[src/rtl/adder_ctrl_pkg.sv]
// Shared definitions for the nibble-serial adder controller: FSM state
// encoding and the width of the shared adder slice.
package adder_ctrl_pkg;

  typedef enum logic [1:0] {
    IDLE = 2'd0,
    RUN  = 2'd1,
    DONE = 2'd2
  } state_e;

  localparam int NIB_W = 4;

endpackage

[src/rtl/adder_4bits.sv]
// 4-bit carry-lookahead adder slice; every carry is formed directly from
// generate/propagate terms rather than rippling.
module adder_4bits
  import adder_ctrl_pkg::*;
(
  input  logic [NIB_W-1:0] a_i,
  input  logic [NIB_W-1:0] b_i,
  input  logic             ci_i,
  output logic [NIB_W-1:0] s_o,
  output logic             co_o
);

  logic [NIB_W-1:0] g;
  logic [NIB_W-1:0] p;
  logic [NIB_W:0]   c;

  assign g = a_i & b_i;
  assign p = a_i ^ b_i;

  assign c[0] = ci_i;
  assign c[1] = g[0] | (p[0] & c[0]);
  assign c[2] = g[1] | (p[1] & g[0]) | (p[1] & p[0] & c[0]);
  assign c[3] = g[2] | (p[2] & g[1]) | (p[2] & p[1] & g[0])
              | (p[2] & p[1] & p[0] & c[0]);
  assign c[4] = g[3] | (p[3] & g[2]) | (p[3] & p[2] & g[1])
              | (p[3] & p[2] & p[1] & g[0])
              | (p[3] & p[2] & p[1] & p[0] & c[0]);

  assign s_o  = p ^ c[NIB_W-1:0];
  assign co_o = c[NIB_W];

endmodule

[src/rtl/nibble_serial_adder_ctrl.sv]
// WIDTH-bit add/subtract built from one shared 4-bit adder slice, one nibble
// per clock (LS nibble first), with valid/ready handshakes on both sides.
module nibble_serial_adder_ctrl
  import adder_ctrl_pkg::*;
#(
  parameter int WIDTH = 16
) (
  input  logic             clk,
  input  logic             rst_n,
  input  logic             in_valid,
  output logic             in_ready,
  input  logic [WIDTH-1:0] in_a,
  input  logic [WIDTH-1:0] in_b,
  input  logic             in_sub,
  output logic             out_valid,
  input  logic             out_ready,
  output logic [WIDTH-1:0] out_sum,
  output logic             out_co,
  output logic             out_ovf
);

  localparam int NIB   = WIDTH / NIB_W;
  localparam int IDX_W = (NIB > 1) ? $clog2(NIB) : 1;
  localparam logic [IDX_W-1:0] LAST_IDX = IDX_W'(NIB - 1);

  state_e           state_q;
  logic [WIDTH-1:0] a_q;
  logic [WIDTH-1:0] b_q;
  logic [WIDTH-1:0] sum_q;
  logic             c_q;
  logic [IDX_W-1:0] idx_q;
  logic             in_ready_q;
  logic             out_valid_q;

  logic [NIB_W-1:0] nib_sum_d;
  logic             carry_d;

  adder_4bits u_slice (
    .a_i  (a_q[NIB_W*idx_q +: NIB_W]),
    .b_i  (b_q[NIB_W*idx_q +: NIB_W]),
    .ci_i (c_q),
    .s_o  (nib_sum_d),
    .co_o (carry_d)
  );

  // Subtraction is folded in at capture time: B is stored inverted and the
  // carry seeded with 1, so RUN never needs to know which op it is doing.
  always_ff @(posedge clk or negedge rst_n) begin
    if (!rst_n) begin
      state_q     <= IDLE;
      a_q         <= '0;
      b_q         <= '0;
      sum_q       <= '0;
      c_q         <= 1'b0;
      idx_q       <= '0;
      in_ready_q  <= 1'b1;
      out_valid_q <= 1'b0;
    end else begin
      case (state_q)
        IDLE: begin
          if (in_valid) begin
            a_q        <= in_a;
            b_q        <= in_sub ? ~in_b : in_b;
            c_q        <= in_sub;
            idx_q      <= '0;
            sum_q      <= '0;
            state_q    <= RUN;
            in_ready_q <= 1'b0;
          end
        end
        RUN: begin
          sum_q[NIB_W*idx_q +: NIB_W] <= nib_sum_d;
          c_q <= carry_d;
          if (idx_q == LAST_IDX) begin
            state_q     <= DONE;
            out_valid_q <= 1'b1;
          end else begin
            idx_q <= idx_q + 1'b1;
          end
        end
        DONE: begin
          if (out_ready) begin
            state_q     <= IDLE;
            out_valid_q <= 1'b0;
            in_ready_q  <= 1'b1;
          end
        end
        default: begin
          state_q     <= IDLE;
          out_valid_q <= 1'b0;
          in_ready_q  <= 1'b1;
        end
      endcase
    end
  end

  assign in_ready  = in_ready_q;
  assign out_valid = out_valid_q;
  assign out_sum   = sum_q;
  assign out_co    = c_q;
  // b_q already holds ~B for subtract, so the add-overflow rule covers both ops.
  assign out_ovf   = (a_q[WIDTH-1] == b_q[WIDTH-1]) && (sum_q[WIDTH-1] != a_q[WIDTH-1]);

endmodule

[config.mk]
export PLATFORM = sky130hd
export DESIGN_NAME = nibble_serial_adder_ctrl
export DESIGN_NICKNAME = d
export VERILOG_FILES = /design/src/rtl/adder_ctrl_pkg.sv /design/src/rtl/adder_4bits.sv /design/src/rtl/nibble_serial_adder_ctrl.sv
export SDC_FILE = /design/constraint.sdc
export NUM_CORES = 1
export LEC_CHECK = 0
export ABC_AREA = 1
export CORE_UTILIZATION = 55
export CTS_CLUSTER_SIZE = 16
export DETAILED_ROUTE_END_ITERATION = 10
export DONT_BUFFER_PORTS = 1
export PLACE_DENSITY = 0.79
export SYNTH_ARGS = -nofsm -noshare
export SYNTH_HDL_FRONTEND = slang
export SYNTH_SLANG_ARGS = --single-unit
export TNS_END_PERCENT = 10
[constraint.sdc]
create_clock -name clk -period 2.2 [get_ports clk]
set_clock_uncertainty 0.15 [all_clocks]
set_input_delay 0.33 -clock clk [delete_from_list [all_inputs] [get_ports clk]]
set_output_delay 0.33 -clock clk [all_outputs]
set_load 0.01 [all_outputs]
# After elaboration in Yosys (flattened, before gate mapping)
# Index checks and enable logic that the tools add are counted.
[totals]
register_bits = 55
out_inout_bits = 20
[classes]
add_sub_neg = 2
n_eq_ne = 9
shift = 4
n_mux = 19
bitwise = 32
reduce_logical = 9
[op_table]
columns = ["op", "count"]
rows = [
  ["$neg A4 Y34", 1],
  ["$shift A4 B34 Y16 const A", 1],
  ["$shiftx A4 B34 Y16", 1],
  ["$mux W16", 2],
  ["$pmux W16 S2", 1],
  ["$shiftx A16 B5 Y4", 2],
  ["$and A1 B1 Y1", 16],
  ["$bwmux W16", 1],
  ["$not A16 Y16", 1],
  ["$reduce_and A3 Y1", 4],
  ["$mux W2", 5],
  ["$or A1 B1 Y1", 10],
  ["$ne A2 B2 Y1 const B", 4],
  ["$xor A4 B4 Y4", 2],
  ["$pmux W1 S3", 2],
  ["$pmux W2 S3", 1],
  ["$mux W1", 5],
  ["$and A4 B4 Y4", 1],
  ["$eq A2 B2 Y1 const B", 2],
  ["$pmux W2 S2", 1],
  ["$reduce_and A2 Y1", 2],
  ["$add A2 B1 Y2 const B", 1],
  ["$eq A2 B1 Y1 const B", 1],
  ["$logic_not A2 Y1", 1],
  ["other kinds (6)", 7],
]

# Longest topological paths before layout
[logic_depth]
ltp_word = 10
mapped_depth = 14
mapped_depth_nobuf = 13

# Hierarchy
# A second synthesis with hierarchy kept.
[unflattened]
cells_unflattened = 392
hier_area_um2 = 2977.9
[modules_own_cells]
columns = ["module", "instances", "cells_per_inst", "area_each_um2", "seq_area_each_um2"]
rows = [
  ["nibble_serial_adder_ctrl", 1, 361, 2788.9, 1377.6],
  ["adder_4bits", 1, 31, 188.9, 0.0],
]

# Least setup slack after synthesis
# No wires, ideal clock.
[synth_path]
kind = "register to register"
startpoint = "reg idx_q[0]"
endpoint = "reg sum_q[14] (netlist: out_sum[14])"
setup_time_ps = 65
t_arrival_ps = 2038
required_ps = 1985
slack_ps = -53
path_stages_with_launch = 12
path_cell_list = "dfrtp_1 > bufinv_8 > buf_2 > nor2_1 > o22ai_1 > ha_1 > nand3_1 > nand3_1 > xor2_1 > nor2_1 > nand3_1 > nand2_1"
[synth_via]
elab_chain_len = 10
[synth_lines]
columns = ["item", "line_no", "text"]
rows = [
  ["start, declared", "nibble_serial_adder_ctrl.sv:31", "logic [IDX_W-1:0] idx_q;"],
  ["start signal, assigned", "nibble_serial_adder_ctrl.sv:78", "idx_q <= idx_q + 1'b1;"],
  ["$shiftx A16 B5 Y4, on equally long branches", "nibble_serial_adder_ctrl.sv:39, nibble_serial_adder_ctrl.sv:40", ""],
  ["$xor A4 B4 Y4 / $and A4 B4 Y4 (equally long branches)", "adder_4bits.sv:18, adder_4bits.sv:17", ""],
  ["$and A1 B1 Y1, on equally long branches", "adder_4bits.sv:23, adder_4bits.sv:24", ""],
  ["$or A1 B1 Y1 (tied with other cells)", "adder_4bits.sv:23", "assign c[3] = g[2] | (p[2] & g[1]) | (p[2] & p[1] & g[0])"],
  ["$or A1 B1 Y1 / $and A1 B1 Y1 (equally long branches)", "adder_4bits.sv:23, adder_4bits.sv:24", ""],
  ["$or A1 B1 Y1", "adder_4bits.sv:24", "| (p[2] & p[1] & p[0] & c[0]);"],
  ["$xor A4 B4 Y4", "adder_4bits.sv:29", "assign s_o = p ^ c[NIB_W-1:0];"],
  ["$shiftx A4 B34 Y16", "nibble_serial_adder_ctrl.sv:72", "sum_q[NIB_W*idx_q +: NIB_W] <= nib_sum_d;"],
  ["$bwmux W16 (*)", "nibble_serial_adder_ctrl.sv:72", ""],
  ["$pmux W16 S2 (*)", "nibble_serial_adder_ctrl.sv:59", "case (state_q)"],
  ["end signal, assigned by index", "nibble_serial_adder_ctrl.sv:72", ""],
  ["end, declared", "nibble_serial_adder_ctrl.sv:29", "logic [WIDTH-1:0] sum_q;"],
]
# Mark *: on every way between the ends. The rest lies on a longest branch, timed or not.
# A chain may end at the register's enable or synchronous reset.

# Worst setup path after layout
[layout_path]
startpoint = "reg idx_q[0]"
endpoint = "reg c_q (netlist: out_co)"
[layout_via]
elab_chain_len = 8
[layout_lines]
columns = ["item", "line_no", "text"]
rows = [
  ["$shiftx A16 B5 Y4, on equally long branches", "nibble_serial_adder_ctrl.sv:39, nibble_serial_adder_ctrl.sv:40", ""],
  ["$xor A4 B4 Y4 / $and A4 B4 Y4 (equally long branches)", "adder_4bits.sv:18, adder_4bits.sv:17", ""],
  ["$and A1 B1 Y1, on equally long branches", "adder_4bits.sv:25, adder_4bits.sv:26, adder_4bits.sv:27", ""],
  ["$or A1 B1 Y1 (tied with other cells) (2 in a row)", "adder_4bits.sv:25", "assign c[4] = g[3] | (p[3] & g[2]) | (p[3] & p[2] & g[1])"],
  ["$or A1 B1 Y1 / $and A1 B1 Y1 (equally long branches)", "adder_4bits.sv:26, adder_4bits.sv:27", ""],
  ["$or A1 B1 Y1 (*)", "adder_4bits.sv:27", "| (p[3] & p[2] & p[1] & p[0] & c[0]);"],
  ["$pmux W1 S2 (*)", "nibble_serial_adder_ctrl.sv:59", ""],
  ["end signal, assigned", "nibble_serial_adder_ctrl.sv:64", "c_q <= in_sub;"],
  ["end signal, assigned", "nibble_serial_adder_ctrl.sv:73", "c_q <= carry_d;"],
  ["end, declared", "nibble_serial_adder_ctrl.sv:30", "logic c_q;"],
]
# Marks and branches as above.

==> results.tsv <==
stage	metric	value	unit
timing	whs	49.4	ps
cells_and_area	fill_cells	365	
worst_setup_path	worst-r2r-setup-slack	-140	ps
floorplan	top_level_ports	57	
outcome	violations	setup timing	
clock_tree	clkLatencyLatePin	310	ps
place	dp_hpwl	4170	um
timing	finalSetupViolations	4	
route	top_layer	met4	
logic_synthesis	yosys.area_share.simple	0.207	
cells_and_area	final_util	0.690	
route	routed_via_density	5.44	
logic_synthesis	synth_top_family_by_area	simple AND/OR/NAND/NOR gates	
route	drt_iter0_drc	153	
logic_synthesis	synthArstFlopShare	1.00	
timing	worstMarginPinSlew	313	ps
logic_synthesis	synth_edf_count	0	
floorplan	core_region_area	0.00485	mm2
clock_tree	clk_path_buf_depth	2	
logic_synthesis	synth.net_count	375	
logic_synthesis	syn_avg_cell_area	8.69	um2
logic_synthesis	synth_fa_ha_area_frac	0.0511	
clock_tree	cts_buffers	5	
floorplan	fp-row-count	25	
route	route.met3.wl	352	um
logic_synthesis	synth-warning-count	0	
logic_synthesis	synth-compound-area-share	0.126	
place	dpl.cell_count	390	
global_routing	grt_pass1_vias	2161	
timing	min_period	2340	ps
logic_synthesis	synth_most_common_cell	nand2_1	
route	routed_wl	6380	um
floorplan	die_w	73.9	um
logic_synthesis	netlist_instances	327	
power	vdd_ir_drop_max	869	uV
logic_synthesis	synth_area	0.00284	mm2
logic_synthesis	synthMuxAreaShare	0	
job	maxCapViolations	0	
power	power_density	1670	mW/mm2
route	vias	2303	
cells_and_area	area_growth	17.6	%
timing	maxSlewViolCount	0	
clock_tree	path_clk_slew	90	ps
logic_synthesis	synth_top_area_frac	0.475	
logic_synthesis	yosysUniqueCellTypes	33	
cells_and_area	drive_above_1_share	0.166	
clock_tree	root_buffer	clkbuf_8	
worst_setup_path	required	2230	ps
clock_tree	clkSinkCount	55	
clock_tree	cts_tree	yes	
route	ant_nets	0	
logic_synthesis	synth_commonest_cells	nand2_1 (93), dfrtp_1 (54), o21ai_0 (37)	
global_routing	grt_usage	0.247	
outcome	status	finished with violations	
timing	timing.fmax	0.428	GHz
worst_setup_path	start_kind	flop	
global_routing	grt_max_degree	56	
floorplan	die_area	0.00546	mm2
global_routing	grt_pass1_wl	10000	um
route	met2_length	3180	um
worst_setup_path	ff2ff_path_depth	12	
global_routing	antenna_found_initial	0	
cells_and_area	final_nets	403	
route	drc_errors	0	
logic_synthesis	synthXorXnorAreaFrac	0.0585	
route	wl_met1	2700	um
logic_synthesis	ys.flop_type	dfrtp_1	
route	drtPass1Iterations	4	
logic_synthesis	ys_seq_area_frac	0.485	
logic_synthesis	synth_seq_cells	55	
place	gp_congestion	0.943	
timing	finalWorstSetupSlack	-136	ps
timing	final-hold-violation-count	0	
logic_synthesis	yosys.area.top_type	dfrtp_1	
worst_setup_path	cp_max_fo	15	
worst_setup_path	worstPathArrival	2370	ps
place	numPortBuffers	0	
hold_path	hp-class	in -> reg	
hold_path	min-delay-start	in_b[15]	
logic_synthesis	synth_area_leaders	dfrtp_1 (48%), nand2_1 (12%), o21ai_0 (6.5%), xnor2_1 (5.2%), ha_1 (4.4%)	
cells_and_area	fin_cells	423	
timing	maxSlewHeadroom	0.791	
timing	rsz0062_at_grt	yes	
global_routing	gr-total-overflow	0	
clock_tree	htreeDepth	2	
cells_and_area	n_antenna_cell	0	
hold_path	whs_path_depth	2	
timing	min_period_over_period	1.06	
floorplan	initial_core_util	0.586	
power	leakagePower	1.57	nW
worst_setup_path	criticalPathCategory	reg -> reg	
hold_path	min_to	b_q[15]	
floorplan	die_y	73.9	um
worst_setup_path	rr_startpoint	idx_q[0]	
worst_setup_path	end_kind	flop	
route	wl_per_cell	15.1	um
worst_setup_path	r2r_end	out_co	
## how the worst max path moves through the flow
stage | depth (start not counted) | to | startpoint | slack [ps]
4_1_cts | 13 | out_sum[15] | idx_q[0] | 2
5_1_grt | 12 | out_co | idx_q[0] | -170
3_5_place_dp | 10 | out_sum[14] | idx_q[0] | -30
3_3_place_gp | 10 | out_sum[14] | idx_q[0] | 50
2_1_floorplan | 11 | out_sum[14] | idx_q[0] | 20
6_report | 12 | out_co | idx_q[0] | -140
## stage by stage
step	area (um2)	total power, mW	setup WS, ps	setup TNS [ps]
global route	3340	6.03	-174	-1060
global placement	2910	4.25	52.8	0
detailed placement	2910	4.36	-30.6	-44.1
floorplan	2860	3.72	18.9	0
CTS	3220	5.06	2.15	0
finish	3340	5.57	-136	-255
## flip-flops by register name, indices dropped and copies added (netlist names)
| register | cells |
|---|---|
| out_valid | 1 |
| in_ready | 1 |
| state_q | 2 |
| out_co | 1 |
| idx_q | 2 |
| out_sum | 16 |
| a_q | 16 |
| b_q | 16 |
## critical path, stage by stage (launching register included)
cell and delay [ps]:
dfrtp_2 450, buf_12 140, clkinv_8 70, nor2_1 40, o22ai_1 190, ha_2 340
nand2_1 80, nor2_1 60, nor2_2 170, nand2_2 80, buf_4 140, a21oi_1 180
o22ai_1 120
## cell type report
cell class,instances,area [um2],share of cell area
Tap cell,67,83.8,0.0251
Multi-Input combinational cell,234,1330,0.397
Timing Repair Buffer,33,333,0.0996
Sequential cell,55,1380,0.412
Clock buffer,8,100,0.0299
Inverter,26,120,0.0359
## kinds of logic after synthesis
family                     after synthesis
DFF                                     55
xor gates and xnor gates                19
adders and majority gates               11
and+or+nand+nor                        140
AOI/OAI and AO/OA                       64
buffers and inverters                   38
## report_power, final
part           internal [mW]  total, mW  switching, mW
registers               1.44       1.79          0.357
clock network          0.288      0.602          0.314
logic                   1.30       3.17           1.88
total                   3.02       5.57           2.55
## routing by layer
layer,GRT usage,vias to the layer above
met5,0,-
met4,0.105,0
met3,0.0617,12
met2,0.394,78
met1,0.319,1101
li1,-,1112
## placed cells by master (no fill, tap or decap), types with 3 or more instances in the layout
| cell type | n |
|---|---|
| o22ai_1 | 11 |
| inv_2 | 4 |
| o21ai_1 | 9 |
| dfrtp_1 | 53 |
| dlygate4sd3_1 | 18 |
| ha_1 | 9 |
| nor2_1 | 23 |
| o21ai_0 | 29 |
| nand2_1 | 90 |
| o21ai_2 | 7 |
| inv_1 | 18 |
| nand2_2 | 6 |
| o31ai_1 | 3 |
| nand3_1 | 10 |
| xnor2_1 | 17 |
| clkbuf_8 | 7 |
| nand3_2 | 3 |
| buf_4 | 10 |
## repair_timing
item / CTS / global route
pin swaps: 1 / 9
setup buffers: 0 / 5
hold endpoints to repair: 72 / 0
cloned: 0 / 1
hold buffers: 19 / 0
resized for setup: 2 / 27
setup endpoints to repair: 3 / 11
(Power assumes the default switching activity.)
